[src/rtl/line_refill_unit.sv]
// Refill controller: fetches one cache line as NrWordsPerLine pipelined word reads and returns it with a one-cycle valid.
// Requests issue from the cycle after the miss; the line pulse follows the last rvalid by one cycle.
module line_refill_unit #(
    parameter  int unsigned NrWordsPerLine = 4,
    localparam int unsigned LineSize       = 32 * NrWordsPerLine,
    localparam int unsigned ByteOffsetBits = 2 + $clog2(NrWordsPerLine)
) (
    input  logic                clk_i,
    input  logic                rstn_i,
    input  logic                cache_read_en_i,
    input  logic [31:0]         cache_addr_i,
    output logic                cache_read_valid_o,
    output logic [LineSize-1:0] cache_read_data_o,
    output logic                mem_req_o,
    output logic [31:0]         mem_addr_o,
    input  logic                mem_gnt_i,
    input  logic                mem_rvalid_i,
    input  logic [31:0]         mem_rdata_i,
    output logic                err_o
);
    localparam int unsigned IdxW = $clog2(NrWordsPerLine);
    localparam int unsigned CntW = IdxW + 1;

    typedef enum logic [1:0] {IDLE, FILL, RESP} state_e;

    state_e                     state_q, state_d;
    logic [31-ByteOffsetBits:0] base_q, base_d;
    logic [CntW-1:0]            issue_cnt_q, issue_cnt_d;
    logic [CntW-1:0]            recv_cnt_q, recv_cnt_d;
    logic [LineSize-1:0]        line_q, line_d;
    logic                       err_q, err_d;

    // The cache hands over a line-aligned address; the offset bits carry no information.
    logic unused_addr_bits;
    assign unused_addr_bits = ^cache_addr_i[ByteOffsetBits-1:0];

    always_comb begin
        state_d            = state_q;
        base_d             = base_q;
        issue_cnt_d        = issue_cnt_q;
        recv_cnt_d         = recv_cnt_q;
        line_d             = line_q;
        err_d              = err_q;
        mem_req_o          = 1'b0;
        mem_addr_o         = 32'h0;
        cache_read_valid_o = 1'b0;

        case (state_q)
            IDLE: begin
                if (cache_read_en_i) begin
                    base_d      = cache_addr_i[31:ByteOffsetBits];
                    issue_cnt_d = '0;
                    recv_cnt_d  = '0;
                    state_d     = FILL;
                end
            end
            FILL: begin
                mem_req_o  = (issue_cnt_q < CntW'(NrWordsPerLine));
                mem_addr_o = {base_q, issue_cnt_q[IdxW-1:0], 2'b00};
                if (mem_req_o && mem_gnt_i) begin
                    issue_cnt_d = issue_cnt_q + CntW'(1);
                end
                // A response with nothing outstanding is a bus protocol error, not data.
                if (mem_rvalid_i) begin
                    if (recv_cnt_q == issue_cnt_q) begin
                        err_d = 1'b1;
                    end else begin
                        line_d[32*recv_cnt_q[IdxW-1:0] +: 32] = mem_rdata_i;
                        recv_cnt_d = recv_cnt_q + CntW'(1);
                        if (recv_cnt_q == CntW'(NrWordsPerLine - 1)) begin
                            state_d = RESP;
                        end
                    end
                end
            end
            RESP: begin
                cache_read_valid_o = 1'b1;
                state_d            = IDLE;
            end
            default: state_d = IDLE;
        endcase

        if (mem_rvalid_i && (state_q != FILL)) begin
            err_d = 1'b1;
        end
    end

    always_ff @(posedge clk_i or negedge rstn_i) begin
        if (!rstn_i) begin
            state_q     <= IDLE;
            base_q      <= '0;
            issue_cnt_q <= '0;
            recv_cnt_q  <= '0;
            line_q      <= '0;
            err_q       <= 1'b0;
        end else begin
            state_q     <= state_d;
            base_q      <= base_d;
            issue_cnt_q <= issue_cnt_d;
            recv_cnt_q  <= recv_cnt_d;
            line_q      <= line_d;
            err_q       <= err_d;
        end
    end

    assign cache_read_data_o = line_q;
    assign err_o             = err_q;
endmodule

[config.mk]
export PLATFORM = sky130hd
export DESIGN_NAME = line_refill_unit
export DESIGN_NICKNAME = d
export VERILOG_FILES = /design/src/rtl/line_refill_unit.sv
export SDC_FILE = /design/constraint.sdc
export NUM_CORES = 1
export LEC_CHECK = 0
export ABC_CLOCK_PERIOD_IN_PS = 2250
export CAP_MARGIN = 25
export CELL_PAD_IN_SITES_DETAIL_PLACEMENT = 1
export CELL_PAD_IN_SITES_GLOBAL_PLACEMENT = 2
export CORE_MARGIN = 5
export CORE_UTILIZATION = 27
export DETAILED_ROUTE_END_ITERATION = 10
export GPL_TIMING_DRIVEN = 0
export HOLD_SLACK_MARGIN = 0.15
export PLACE_DENSITY = 0.78
export SLEW_MARGIN = 40
export SYNTH_ARGS = -nofsm -noshare
export SYNTH_HDL_FRONTEND = slang
export SYNTH_SLANG_ARGS = --single-unit
[constraint.sdc]
create_clock -name clk_i -period 2.25 [get_ports clk_i]
set_clock_uncertainty 0.1 [all_clocks]
set_input_delay 0.45 -clock clk_i [delete_from_list [all_inputs] [get_ports clk_i]]
set_output_delay 0.45 -clock clk_i [all_outputs]
set_load 0.02 [all_outputs]
**Word level (Yosys, flattened, before mapping)**

Index checks and enable logic that the tools add are counted.

- Output and inout bits: 163
- Input bits: 69
- Bits in registers: 165
- Logic and storage cells: 55

- Equal/unequal tests: 10
- Reduce and logical (&&, ||, !) cells: 13
- Magnitude comparators: 1
- Shifts and indexed selects: 2
- Add/sub/neg operators: 3
- Bitwise gates (word level): 1
- Muxes and demuxes: 19

Operator list:

| kind | number |
|---|---|
| 128-bit bitwise mux | 1 |
| 32-bit by 34-bit variable shift with 128-bit output, first input constant | 1 |
| 32-bit by 34-bit variable part select with 128-bit output | 1 |
| 7-bit negation with 34-bit output | 1 |
| 32-bit 2-to-1 mux | 1 |
| 3-bit 2-to-1 mux | 4 |
| 3-bit case mux with 2 select lines | 2 |
| 2-bit != test, second input constant | 5 |
| 3-bit AND reduction | 3 |
| 2-bit 2-to-1 mux | 4 |
| 4-bit AND reduction | 2 |
| 2-bit nonzero test | 4 |
| 3-bit by 1-bit adder with 3-bit output, second input constant | 2 |
| 1-bit 2-to-1 mux | 6 |
| 2-bit case mux with 2 select lines | 1 |
| 3-bit by 2-bit == test with 1-bit output, second input constant | 1 |
| 3-bit == test | 1 |
| 3-bit less-than comparator, second input constant | 1 |
| 2-bit by 1-bit == test with 1-bit output, second input constant | 1 |
| 2-bit == test, second input constant | 1 |
| 1-bit logical AND | 2 |
| 2-bit logical NOT | 1 |
| 2-bit by 1-bit != test with 1-bit output, second input constant | 1 |
| 2-bit AND reduction | 1 |
| 1-bit NOT | 1 |

**Logic depth before layout (Yosys ltp)**

- Depth in word-level cells: 5
- Depth in mapped cells: 9
- Gate-level depth less buffers: 5

**Worst setup path before layout**

No wires, ideal clock.

- Path type: register -> register
- Start: register recv_cnt_q[0]
- End: register line_q[45], in the netlist cache_read_data_o[45]
- Path slack: 88 ps
- Arrival: 1941 ps
- Data required time: 2028 ps
- Library setup time: 122 ps
- Clock period less this slack: 2162 ps
- Cell stages (with the launch flop): 10
- Buffers on the path: 4
- Cell sequence: dfrtp_1 > buf_4 > inv_1 > ha_1 > and4bb_1 > buf_2 > and4_1 > buf_6 > buf_2 > a32o_1

- Word-level cells in the longest chain between the ends: 3
- Elaborated cells on any way between the ends: 7
- Those cells by class: add/sub: 1; eq/ne: 1; shift: 2; mux: 1; bitwise: 1; reduce/logical: 1

RTL lines:

| item | line | RTL |
|---|---|---|
| from (decl) | 29 | `logic [CntW-1:0] recv_cnt_q, recv_cnt_d;` |
| from (signal assigned) | 100 | `recv_cnt_q <= recv_cnt_d;` |
| 7-bit negation with 34-bit output or 3-bit == test (tied branches) | 68, 65 |  |
| 32-bit by 34-bit variable part select with 128-bit output, or another cell as far along | 68 | `line_d[32*recv_cnt_q[IdxW-1:0] +: 32] = mem_rdata_i;` |
| 128-bit bitwise mux or 3-bit AND reduction (tied branches) | - |  |
| to (signal assigned) | 101 | `line_q <= line_d;` |
| to (decl) | 30 | `logic [LineSize-1:0] line_q, line_d;` |

Several ways; a longest one is shown, not always the timed one.
A chain may end at the register's enable or synchronous reset.

**Worst setup path in the final report**

- Start: register recv_cnt_q[0]
- End: register line_q[111], in the netlist cache_read_data_o[111]

Same word-level chain as after synthesis.

==> flow_metrics.py <==
metrics = {
    "timing": {
        "hold_violations": 0,
        "maxSlewViolCount": 0,
        "holdWs_ns": 0.3679,
        "max_slew_margin_pct": 55.15,
        "rsz0062_at_grt": "true",
        "timing.final.crit_share_pct": 98.87,
        "worstMarginPinSlew_ns": 0.6692,
        "setup_viol": 0,
        "min_period_ns": 2.225,
        "timing.fmax_mhz": 449.5,
        "totalNegativeSetupSlack_ns": 0,
    },
    "drt": {
        "dr.first_iter.drc_count": 272,
        "dr_wl_met2_um": 11700,
        "drc": 0,
        "viasPerCell": 4.687,
        "wl_per_cell_um": 19.87,
        "wl_um": 24360,
        "vias": 5746,
        "dr.pass1.iters": 4,
        "top_layer": "met4",
        "postRouteAntennaNets": 0,
        "met1_length_um": 10500,
        "dr_wl_met3_um": 1719,
    },
    "synthesis": {
        "yosysTopAreaCell": "dfrtp_1",
        "synth_area_leaders": "dfrtp_1 56%, mux2i_1 8.7%, a32o_1 4.6%",
        "yosysTopAreaCellShare_pct": 56.38,
        "ys_warn_count": 0,
        "synth_edf_count": 0,
        "postSynthAreaPerCell_sq_um": 12.06,
        "ys_seq_area_share_pct": 56.38,
        "synth_cells": 607,
        "async_flop_share_pct": 100.0,
        "ys.flop_type": "dfrtp_1",
        "yosysUniqueCellTypes": 43,
        "synth-seq-cells": 165,
        "syn-cell-area_sq_mm": 0.007323,
    },
    "clock_tree": {
        "cts_tree": "done",
        "cts.sinks": 165,
        "clockRootBuffer": "clkbuf_16",
        "cts.clk_slew.worst_paths_ns": 0.07,
        "cts_inserted_buffers": 17,
        "clock_path_buffers": 2,
        "insertion_delay_ns": 0.42,
        "htreeDepth": 4,
    },
    "global_routing": {
        "grt_remaining_overflow": 0,
        "grt_pass1_wl_um": 37900,
        "antenna_found_initial": 0,
        "grt_max_degree": 70,
        "grt_usage_pct": 15.75,
        "first_global_vias": 6346,
    },
    "flow_run": {
        "max-cap-violations": 0,
    },
    "power": {
        "seq_power_share_pct": 29.5,
        "pwr-share-clk_pct": 18.1,
        "leakage_nw": 4.638,
        "p_sw_share_pct": 40.10,
        "ir_drop_mv": 0.6392,
        "p_switching_mw": 6.537,
        "powerDensity_mw_per_mm2": 1482,
        "p_int_mw": 9.763,
        "power_frac_comb_pct": 52.4,
    },
    "layout": {
        "seq_area_sq_mm": 0.004130,
        "fill_cells": 2855,
        "area_delta_synth_final_pct": 50.21,
        "layout_common_cells": "192 x clkdlybuf4s50_1, 164 x dfrtp_1, 66 x nand2_1, 65 x inv_1, 64 x mux2i_1",
        "layout_commonest_cell": "clkdlybuf4s50_1",
        "drive_gt1_share_pct": 21.02,
        "postLayoutCellArea_sq_mm": 0.01100,
        "n_antenna_cell": 0,
        "final_cells": 1226,
        "fin_util_pct": 41.05,
        "multi_input_comb_area_sq_mm": 0.002794,
        "fin_nets": 949,
    },
    "critical_path": {
        "cpMostUsedCell": "buf_6",
        "crit_chain": "buf_6 -> clkinvlp_4 -> ha_4 -> nor2b_1 -> buf_2 -> and3_1 -> clkbuf_4 -> buf_6 -> a32o_1",
        "start_kind": "flip-flop",
        "crit_buf_inv": 5,
        "path_class": "reg2reg",
        "worst_path_max_delay_cell": "dfrtp_1",
        "max_stage_delay_ns": 0.38,
        "worstPathRequired_ns": 2.46,
        "critPathMaxFanout": 10,
        "end_kind": "flip-flop",
        "critical_path.top_delay_family": "buffers and inverters",
        "arrival_ns": 2.43,
    },
    "floorplan": {
        "fp-row-count": 60,
        "io_pins": 232,
        "die_area_sq_mm": 0.03052,
        "die_y_um": 174.7,
        "die_w_um": 174.7,
        "start_util_pct": 27.32,
        "core-area_sq_mm": 0.02680,
    },
    "status": {
        "status": "completed",
    },
    "placement": {
        "hpwl_um": 17870,
        "dpl_cell_area_sq_mm": 0.01007,
        "io_buffers": 225,
        "gp_congestion": 0.7425,
        "dp.cells": 1176,
    },
    "worst_hold_path": {
        "min_path_type": "reg2reg",
    },
}
[flip-flops by register name, summed over array words and instances, names as in the netlist]
register           flops
state_q                2
base_q                28
cache_read_data_o    128
err_o                  1
issue_cnt_q            3
recv_cnt_q             3
[path summary, 6_finish.rpt]
| path | endpoint | slack, ns | start | cells past startpoint |
|---|---|---|---|---|
| min in group asynchronous | base_q[6] | 0.38 | rstn_i | 2 |
| max in group asynchronous | cache_read_data_o[17] | 1.01 | rstn_i | 3 |
| hold / removal | err_o | 0.37 | err_o | 1 |
| setup reg to reg | cache_read_data_o[111] | 0.03 | recv_cnt_q[0] | 9 |
| setup / recovery | cache_read_data_o[111] | 0.03 | recv_cnt_q[0] | 9 |
| hold reg to reg | err_o | 0.37 | err_o | 1 |
[cells by family after synthesis]
logic type      after synthesis  synth area share [%]
flops                       165                 56.38
simple gates                137                 10.05
buf+inv                     113                 6.663
mux                          93                 13.21
compound gates               84                 10.95
fa+ha+maj                     8                 1.367
xor+xnor                      6                 1.333
other cells                   1               0.05121
[worst register-to-register path, delay by kind of cell, from the launching register on]
kind            cells  cell delay [ns]
buf+inv             5             0.81
flops               1             0.38
fa+ha+maj           1             0.33
compound gates      1             0.26
simple gates        2             0.24
[power by group through the flow]
stage | clock network, mW | registers [mW] | logic [mW]
final | 2.95 | 4.81 | 8.53
after global routing | 3.17 | 4.96 | 9.13
after CTS | 3.04 | 4.82 | 8.14
after detailed placement | 0 | 4.87 | 8.01
after global placement | 0 | 4.82 | 7.89
after floorplan | 0 | 5.72 | 3.42
[layout make-up]
type | instances | area share (%)
Tap cell | 341 | 3.879
Clock buffer | 21 | 4.277
Inverter | 67 | 2.320
Multi-Input combinational cell | 330 | 25.40
Timing Repair Buffer | 245 | 22.46
Buffer | 46 | 3.071
Sequential cell | 165 | 37.55
Clock inverter | 11 | 1.046
[stage by stage]
step	power [mW]	setup slack, ns
after floorplan	9.138	0.08794
after global placement	12.71	-6.749
after detailed placement	12.88	-0.7306
after CTS	16.01	0.001615
after global routing	17.27	-0.03184
final	16.30	0.02546
[metal layers]
layer / up-vias / track usage [%]
li1: 2628 / -
met1: 2920 / 19.81
met2: 177 / 26.30
met3: 21 / 4.781
met4: 0 / 4.517
met5: - / 0
[synth_stat cells (7+ instances only)]
cell,count
dfrtp_1,165
inv_1,67
nand2_1,66
mux2i_1,64
a32o_1,34
and2_1,30
mux2_2,29
clkbuf_1,20
a22o_1,15
buf_2,15
nand4_1,15
o2bb2ai_1,15
buf_4,10
ha_1,8
nor2b_1,7
[what timing repair did]
action | in CTS | in global routing
pin swaps | 0 | 1
hold buffers | 1 | 0
hold endpoints to repair | 31 | 0
endpoints found under the setup margin | 142 | 80
buffers inserted | 8 | 7
cloned | 0 | 2
resized for setup | 181 | 62
Note: power is estimated with default switching activity, not from simulation.
